File: config.mk
export PLATFORM = sky130hd
export DESIGN_NAME = uart_reg_bank
export DESIGN_NICKNAME = d
export VERILOG_FILES = /design/src/rtl/uart_reg_bank.sv
export SDC_FILE = /design/constraint.sdc
export NUM_CORES = 1
export LEC_CHECK = 0
export BUFFER_PORTS_ARGS = -buffer_cell sky130_fd_sc_hd__buf_2
export CAP_MARGIN = 40
export CORE_MARGIN = 10
export CORE_UTILIZATION = 53
export DETAILED_ROUTE_END_ITERATION = 8
export GPL_TIMING_DRIVEN = 1
export MAX_ROUTING_LAYER = met4
export PLACE_DENSITY = 0.78
export SYNTH_ARGS = -nofsm -noshare
export SYNTH_HDL_FRONTEND = slang
export SYNTH_SLANG_ARGS = --single-unit
File: constraint.sdc
create_clock -name DSP_CLK -period 2.6 [get_ports DSP_CLK]
set_clock_uncertainty 0.1 [all_clocks]
set_input_delay 0.26 -clock DSP_CLK [delete_from_list [all_inputs] [get_ports DSP_CLK]]
set_output_delay 0.26 -clock DSP_CLK [all_outputs]
set_load 0.005 [all_outputs]
File: src/rtl/uart_reg_bank.sv
// uart_reg_bank: NCH independent UART register windows on one DSP bus, with sticky
// W1C interrupt status, masked IRQs and double-buffered baud divisors.
module uart_reg_bank #(
  parameter int DW    = 16,
  parameter int NCH   = 2,
  parameter int CH_AW = 1
) (
  input  logic                DSP_CLK,
  input  logic                RESETn,
  input  logic                DSP_CEn,
  input  logic                DSP_WEn,
  input  logic [CH_AW+4:1]    DSP_ADDR,
  input  logic [DW-1:0]       DSP_WDATA,
  output logic [DW-1:0]       DSP_RDATA,
  output logic [2*NCH-1:0]    Parity,
  output logic [NCH-1:0]      StopBits,
  output logic [3*NCH-1:0]    DataBits,
  output logic [NCH-1:0]      FIFOEn,
  output logic [NCH-1:0]      UARTEn,
  output logic [NCH-1:0]      RxEn,
  output logic [NCH-1:0]      TxEn,
  output logic [4*NCH-1:0]    RxFIFOL,
  output logic [4*NCH-1:0]    TxFIFOL,
  output logic [16*NCH-1:0]   IBRDVal,
  output logic [16*NCH-1:0]   FBRDVal,
  input  logic [NCH-1:0]      ParityError,
  input  logic [NCH-1:0]      FrameError,
  input  logic [NCH-1:0]      OverrunError,
  input  logic [NCH-1:0]      RxFIFO_Empty,
  input  logic [NCH-1:0]      RxFIFO_Full,
  input  logic [NCH-1:0]      TxFIFO_Empty,
  input  logic [NCH-1:0]      TxFIFO_Full,
  output logic [NCH-1:0]      IRQ,
  output logic                DSP_IRQ
);
  logic [CH_AW-1:0] ch;
  logic [3:0]       off;
  logic             wr, rd;
  logic [DW-1:0]    rd_val [NCH];
  logic [DW-1:0]    rd_next;
  logic [NCH-1:0]   irq_next;
  logic             wdata_unused;
  assign ch  = DSP_ADDR[CH_AW+4:5];
  assign off = DSP_ADDR[4:1];
  assign wr  = !DSP_CEn && !DSP_WEn;
  assign rd  = !DSP_CEn && DSP_WEn;
  assign wdata_unused = ^DSP_WDATA;

  for (genvar c = 0; c < NCH; c++) begin : g_ch
    logic [15:0] lcr, fcr, cr, ibrd_sh, fbrd_sh, ibrd_act, fbrd_act;
    logic [4:0]  ris, imsc, ris_set, ris_clr;
    logic [3:0]  fr;
    logic        rx_empty_q, tx_empty_q, hit;
    logic [DW-1:0] rv;
    assign hit     = wr && ch == CH_AW'(c);
    assign ris_set = {!tx_empty_q && TxFIFO_Empty[c], rx_empty_q && !RxFIFO_Empty[c],
                      OverrunError[c], FrameError[c], ParityError[c]};
    assign ris_clr = (hit && off == 4'd9) ? DSP_WDATA[4:0] : 5'd0;
    always_ff @(posedge DSP_CLK)
      if (!RESETn) begin
        lcr        <= '0;
        fcr        <= '0;
        cr         <= '0;
        ibrd_sh    <= '0;
        fbrd_sh    <= '0;
        ibrd_act   <= '0;
        fbrd_act   <= '0;
        ris        <= '0;
        imsc       <= '0;
        fr         <= '0;
        rx_empty_q <= 1'b0;
        tx_empty_q <= 1'b0;
      end else begin
        fr         <= {TxFIFO_Full[c], TxFIFO_Empty[c], RxFIFO_Full[c], RxFIFO_Empty[c]};
        rx_empty_q <= RxFIFO_Empty[c];
        tx_empty_q <= TxFIFO_Empty[c];
        ris        <= (ris & ~ris_clr) | ris_set;
        if (hit && off == 4'd1) lcr <= DSP_WDATA[15:0];
        if (hit && off == 4'd2) fcr <= DSP_WDATA[15:0];
        if (hit && off == 4'd3) cr <= DSP_WDATA[15:0];
        if (hit && off == 4'd6) imsc <= DSP_WDATA[4:0];
        if (hit && off == 4'd7) ibrd_sh <= DSP_WDATA[15:0];
        if (hit && off == 4'd8) fbrd_sh <= DSP_WDATA[15:0];
        // commit uses the shadow values as they stood before this edge
        if (hit && off == 4'd11) begin
          ibrd_act <= ibrd_sh;
          fbrd_act <= fbrd_sh;
        end
      end
    always_comb
      case (off)
        4'd1:    rv = DW'(lcr);
        4'd2:    rv = DW'(fcr);
        4'd3:    rv = DW'(cr);
        4'd4:    rv = DW'({fr, 4'h0});
        4'd5:    rv = DW'(ris);
        4'd6:    rv = DW'(imsc);
        4'd7:    rv = DW'(ibrd_sh);
        4'd8:    rv = DW'(fbrd_sh);
        4'd10:   rv = DW'(ris & imsc);
        default: rv = '0;
      endcase
    assign rd_val[c]          = rv;
    assign irq_next[c]        = |(ris & imsc);
    assign Parity[2*c+:2]     = lcr[1:0];
    assign StopBits[c]        = lcr[2];
    assign DataBits[3*c+:3]   = {1'b1, lcr[4:3]};
    assign FIFOEn[c]          = lcr[5];
    assign UARTEn[c]          = cr[0];
    assign RxEn[c]            = cr[1];
    assign TxEn[c]            = cr[2];
    assign RxFIFOL[4*c+:4]    = fcr[3:0];
    assign TxFIFOL[4*c+:4]    = fcr[7:4];
    assign IBRDVal[16*c+:16]  = ibrd_act;
    assign FBRDVal[16*c+:16]  = fbrd_act;
  end

  always_comb begin
    rd_next = '0;
    for (int i = 0; i < NCH; i++) rd_next = (ch == CH_AW'(i)) ? rd_val[i] : rd_next;
  end

  always_ff @(posedge DSP_CLK)
    if (!RESETn) begin
      DSP_RDATA <= '0;
      IRQ       <= '0;
      DSP_IRQ   <= 1'b0;
    end else begin
      if (rd) DSP_RDATA <= rd_next;
      IRQ     <= irq_next;
      DSP_IRQ <= |irq_next;
    end
endmodule

Yosys cells after proc, flatten, opt, wreduce, memory -nomap -nowiden
Cells that the tools add are included.

Eq/ne operators: 11. Mux-type cells: 5. Bitwise gates (word level): 11. Reduce and logical (&&, ||, !) cells: 33.

Operator list (count): case mux 16 bit (9 select lines) (2); AND 5 bit (6); logical AND 1 bit (24); == test 4 x 3 -> 1 bit, second input constant (4); == test 4 bit, second input constant (4); two-way mux 16 bit (1); two-way mux 5 bit (2); NOT 5 bit (2); OR 5 bit (2); OR reduction 10 bit (1); OR reduction 5 bit (2); == test 4 x 2 -> 1 bit, second input constant (2); zero test 1 bit (6); == test 4 x 1 -> 1 bit, second input constant (1); NOT 1 bit (1).

Register bits after elaboration: 275. Input bits: 39. Output and inout bits: 119. Word-level logic and storage cells: 87.

Depth between registers and ports, before layout
Depth in word-level cells: 8. Mapped depth: 8. Mapped depth without buffers: 5.

Least setup slack after synthesis
OpenSTA, ideal clock, no wires.

Path type: input port to flip-flop. Start point: input DSP_ADDR[5] (netlist name). End point: register g_ch[0].fbrd_act[0]. Setup time: 0.132 ns. Data arrival time: 1.514 ns. Required time: 2.368 ns. Slack: 0.854 ns. Stages: 7. Path buffers: 3. Cells stage by stage: or3_1 > buf_2 > or3_1 > buf_2 > buf_6 > nand2_1 > a21oi_1.

Word-level cells in the longest chain between the ends: 3.

Ends and longest elaborated chain: start, declared (line 12) `input logic [CH_AW+4:1] DSP_ADDR,`; NOT 1 bit; logical AND 1 bit (line 55) `assign hit = wr && ch == CH_AW'(c);`; logical AND 1 bit (line 85) `if (hit && off == 4'd11) begin`; end signal, assigned (line 87) `fbrd_act <= fbrd_sh;`; end, declared (line 50) `logic [15:0] lcr, fcr, cr, ibrd_sh, fbrd_sh, ibrd_act, fbrd_act;`.

Every way passes these cells. A chain may end at the register's enable or synchronous reset.

Final worst setup path
Start point: input DSP_ADDR[1] (netlist name). End point: register DSP_RDATA[12].

Word-level cells in the longest chain between the ends: 3. Elaborated cells between the ends (all ways): 12. Those cells by class: eq/ne: 9; mux: 3.

Ends and longest elaborated chain: == test 4 bit (tied with other cells) (line 91) `case (off)`; case mux 16 bit (9 select lines) (line 91); two-way mux 16 bit * (line 120) `for (int i = 0; i < NCH; i++) rd_next = (ch == CH_AW'(i)) ? rd_val[i] : rd_next;`; end signal, assigned (line 129) `if (rd) DSP_RDATA <= rd_next;`; end, declared (line 14) `output logic [DW-1:0] DSP_RDATA,`.

Mark *: on every way between the ends. The rest lies on a longest branch, timed or not.

==> summary.md <==
| Metric | Value |
|---|---|
| Pint | `between 6000 and 7000 µW` |
| Tmin final | `between 1.5 and 2 ns` |
| Slowest-stage cell, CP | `and3b_1` |
| Max-cap violation count | `0` |
| H-Tree Depth | `1` |
| Top-count cell post-synth | `nand2_1` |
| Clk root buf | `clkbuf_16` |
| Top cells by area, synth | `dfxtp_1, nand2_1, a21oi_1, buf_4, a22oi_1` |
| Final Routed Wirelength | `39880 µm` |
| DRC viols | `0` |
| Worst R2R End | `DSP_RDATA[12]` |
| Sw power | `roughly 2000 µW` |
| Hold_sp | `RESETn` |
| Leak pwr | `between 0.004 and 0.005 µW` |
| I/O pin count | `158` |
| Detail Route Antenna Nets | `0` |
| Layout area overhead | `16.50%` |
| Clock Path Buffers | `3` |
| Yosys top cell area share | `approximately 47%` |
| Final period utilization | `roughly 70%` |
| Actual slew at the worst max-slew pin | `0.7475 ns` |
| Num CTS Buffers | `27` |
| Post-CTS Resized | `0` |
| Worst slew margin | `around half` |
| Worst reg-to-reg path cell count | `4` |
| Post-route setup TNS | `0 ns` |
| RSZ-0062 raised after global routing | `no` |
| # hold bufs at CTS | `21` |
| GP Congestion | `a little over 1` |
| Syn avg cell area | `approximately 8 µm²` |
| Min Hold Slack | `around 0.022 ns` |
| Vias | `~11k` |
| Initial antenna violation count | `0` |
| Part of the power in combinational logic | `under 10%` |
| First-pass GRT wire length | `61440 µm` |
| Vias in the first global route | `10.75k` |
| Outcome | `finished clean` |
| Largest net degree at the start of global routing | `slightly below 100` |
| Tightest Hold Check Type | `primary input to flop` |
| Most frequent cells after synthesis | `nand2_1, dfxtp_1, a21oi_1` |
| Die width | `167.3 µm` |
| Post-route cell area | `roughly 0.013 mm²` |
| Chip height | `between 150 and 200 µm` |
| Synth Register Bits | `around 270` |
| Final setup violation count | `0` |
| Yosys top cell by area | `dfxtp_1` |
| Pre-antenna DRT Iters | `7` |
| Post-synth top flop | `dfxtp_1` |
| Pins Over Slew Limit | `0` |
| Clock group share of total power | `between 40% and 50%` |
| Critical Path AT | `around 2.2 ns` |
| Power per cell area | `approximately 640 mW/mm²` |
| Delay-heaviest family, CP | `buffers and inverters` |
| DR WL/cell | `21.38 µm` |
| Final hold viol count | `0` |
| FF-to-FF Start | `g_ch[0].ibrd_sh[12]` |
| Worst path required time | `2.98 ns` |
| # rows | `53` |
| First DRT Iteration DRCs | `1630` |
| CP endpoint kind | `flop` |
| Initial Utilization | `around 54%` |
| Antenna cell count | `0` |
| Overall Global Routing Usage | `27.49%` |
| Share of layout cells above drive strength 1 | `18.49%` |
| Power share of the sequential group | `roughly 50%` |
| Clk_lat worst skew | `0.54 ns` |
| Switching Share | `between 20% and 30%` |
| Number of port buffers | `around 160` |
| Gr ovfl total | `0` |
| CP startpoint kind | `primary input` |
| Flop2flop setup slack | `around 0.96 ns` |
| Async set-or-reset flop fraction in the synthesized netlist | `0%` |
| Synth warnings | `0` |
| Synthesized area | `0.01149 mm²` |
| Mapped Cells | `about 1.5k` |
| Yosys cell types | `between 60 and 70` |
| Clock sink total | `271` |
| CP max FO | `25` |
| WP depth | `6` |
| Setup crit end | `DSP_RDATA[12]` |
| Area of placed instances | `between 0.01 and 0.015 mm²` |
| Sequential fraction of the synthesis area | `a little under half` |
| Crit path largest cell delay | `around 0.56 ns` |
| Max VDD drop | `between 0.0005 and 0.0006 V` |
| DR vias/cell | `approximately 6.0` |
| CP bufs+invs | `2` |
| Fmax | `around 0.55 GHz` |
| Overall die area | `about 0.028 mm²` |
| Worst Setup SP | `DSP_ADDR[1]` |
| Clock Pin Slew Worst Setup and Hold Paths | `~0.060 ns` |
| Final #Nets | `approximately 1.6k` |
| CTS tree | `done` |
| Post-CTS setup buffers | `0` |
| Dpl hpwl | `27890 µm` |
| Worst Setup Path Type | `primary input to flop` |
| Crit path cell chain | `buf_2 > and3b_1 > buf_4 > a22oi_1 > o221ai_1 > a32o_1` |
| Post-synth EDFFs | `0` |
| Core area | `around 0.021 mm²` |
per-layer routing:
metal  up-vias  GRT usage (%)  part of all wire, %
li1       5144              -                    -
met1      5207          35.61                   40
met2       750          41.02                   44
met3       138          5.080                   11
met4         0          12.49                  5.1
met5         -              -                    0
worst min-delay path by stage:
| stage | to | slack, ns | cells after the start |
|---|---|---|---|
| after floorplan | g_ch[0].ris[0] | 0.28 | 2 |
| after global placement | g_ch[0].cr[5] | 0.34 | 2 |
| after detailed placement | g_ch[0].fbrd_act[14] | 0.34 | 2 |
| after CTS | g_ch[1].fcr[12] | 0.004 | 3 |
| after global routing | g_ch[1].fr[3] | 0.02 | 2 |
| final | g_ch[0].fr[1] | 0.02 | 2 |
power by group through the flow:
stage	clock, µW	sequential (µW)	combinational [µW]
after floorplan	0	4290	301
after global placement	0	4310	491
after detailed placement	0	4310	502
after CTS	3740	4220	529
after global routing	3900	4220	572
final	3740	4220	551
sequential cells by signal, indices dropped and copies added, names as in the netlist:
register	flops
g_ch.imsc	10
g_ch.ibrd_sh	32
g_ch.ris	10
g_ch.fbrd_sh	32
DSP_IRQ	1
g_ch.cr	32
g_ch.ibrd_act	32
IRQ	2
g_ch.lcr	32
g_ch.fbrd_act	32
g_ch.fr	8
DSP_RDATA	16
g_ch.fcr	32
area by class of cell:
class | count | area [µm²]
clock buffers | 36 | 759.5
clock inverters | 8 | 67.56
fillers | 1812 | 7762
inverters | 2 | 12.51
multi-input cells | 1034 | 5254
flip-flops and latches | 271 | 5425
well taps | 275 | 344.1
repair buffers | 239 | 1529
layout by cell type (no fill, tap or decap), types with 7 or more instances in the layout:
master and instances:
a22oi_1 43, nor2_2 8, clkbuf_16 27, mux2i_1 21, a22o_1 9, buf_4 58
dfxtp_1 271, o221ai_1 11, a32o_1 15, o21ai_0 13, nand3_1 11, nor2b_1 16
nor2_1 31, buf_2 155, mux2_2 9, and2_1 12, nand2_1 489, a21oi_1 260
a221oi_1 7, dlygate4sd3_1 21
logic make-up after synthesis:
| family | count (synthesis) | synth area share (%) |
|---|---|---|
| AOI/OAI and AO/OA | 396 | 20.74 |
| muxes | 30 | 2.710 |
| buffers and inverters | 153 | 7.184 |
| and+or+nand+nor | 606 | 22.14 |
| other | 1 | 0.03262 |
| DFF | 271 | 47.20 |
per-stage QoR:
stage                     setup slack [ns]  std cells  power (µW)  util, %
after floorplan                     0.8537       1458        4595        -
final                               0.7837       1865        8505    63.31
after CTS                           0.8933       1865        8489    63.31
after global placement              0.3492       1799        4798    58.27
after global routing                0.7476       1865        8684    63.31
after detailed placement            0.3585       1800        4810    58.40
(Power assumes the default switching activity.)
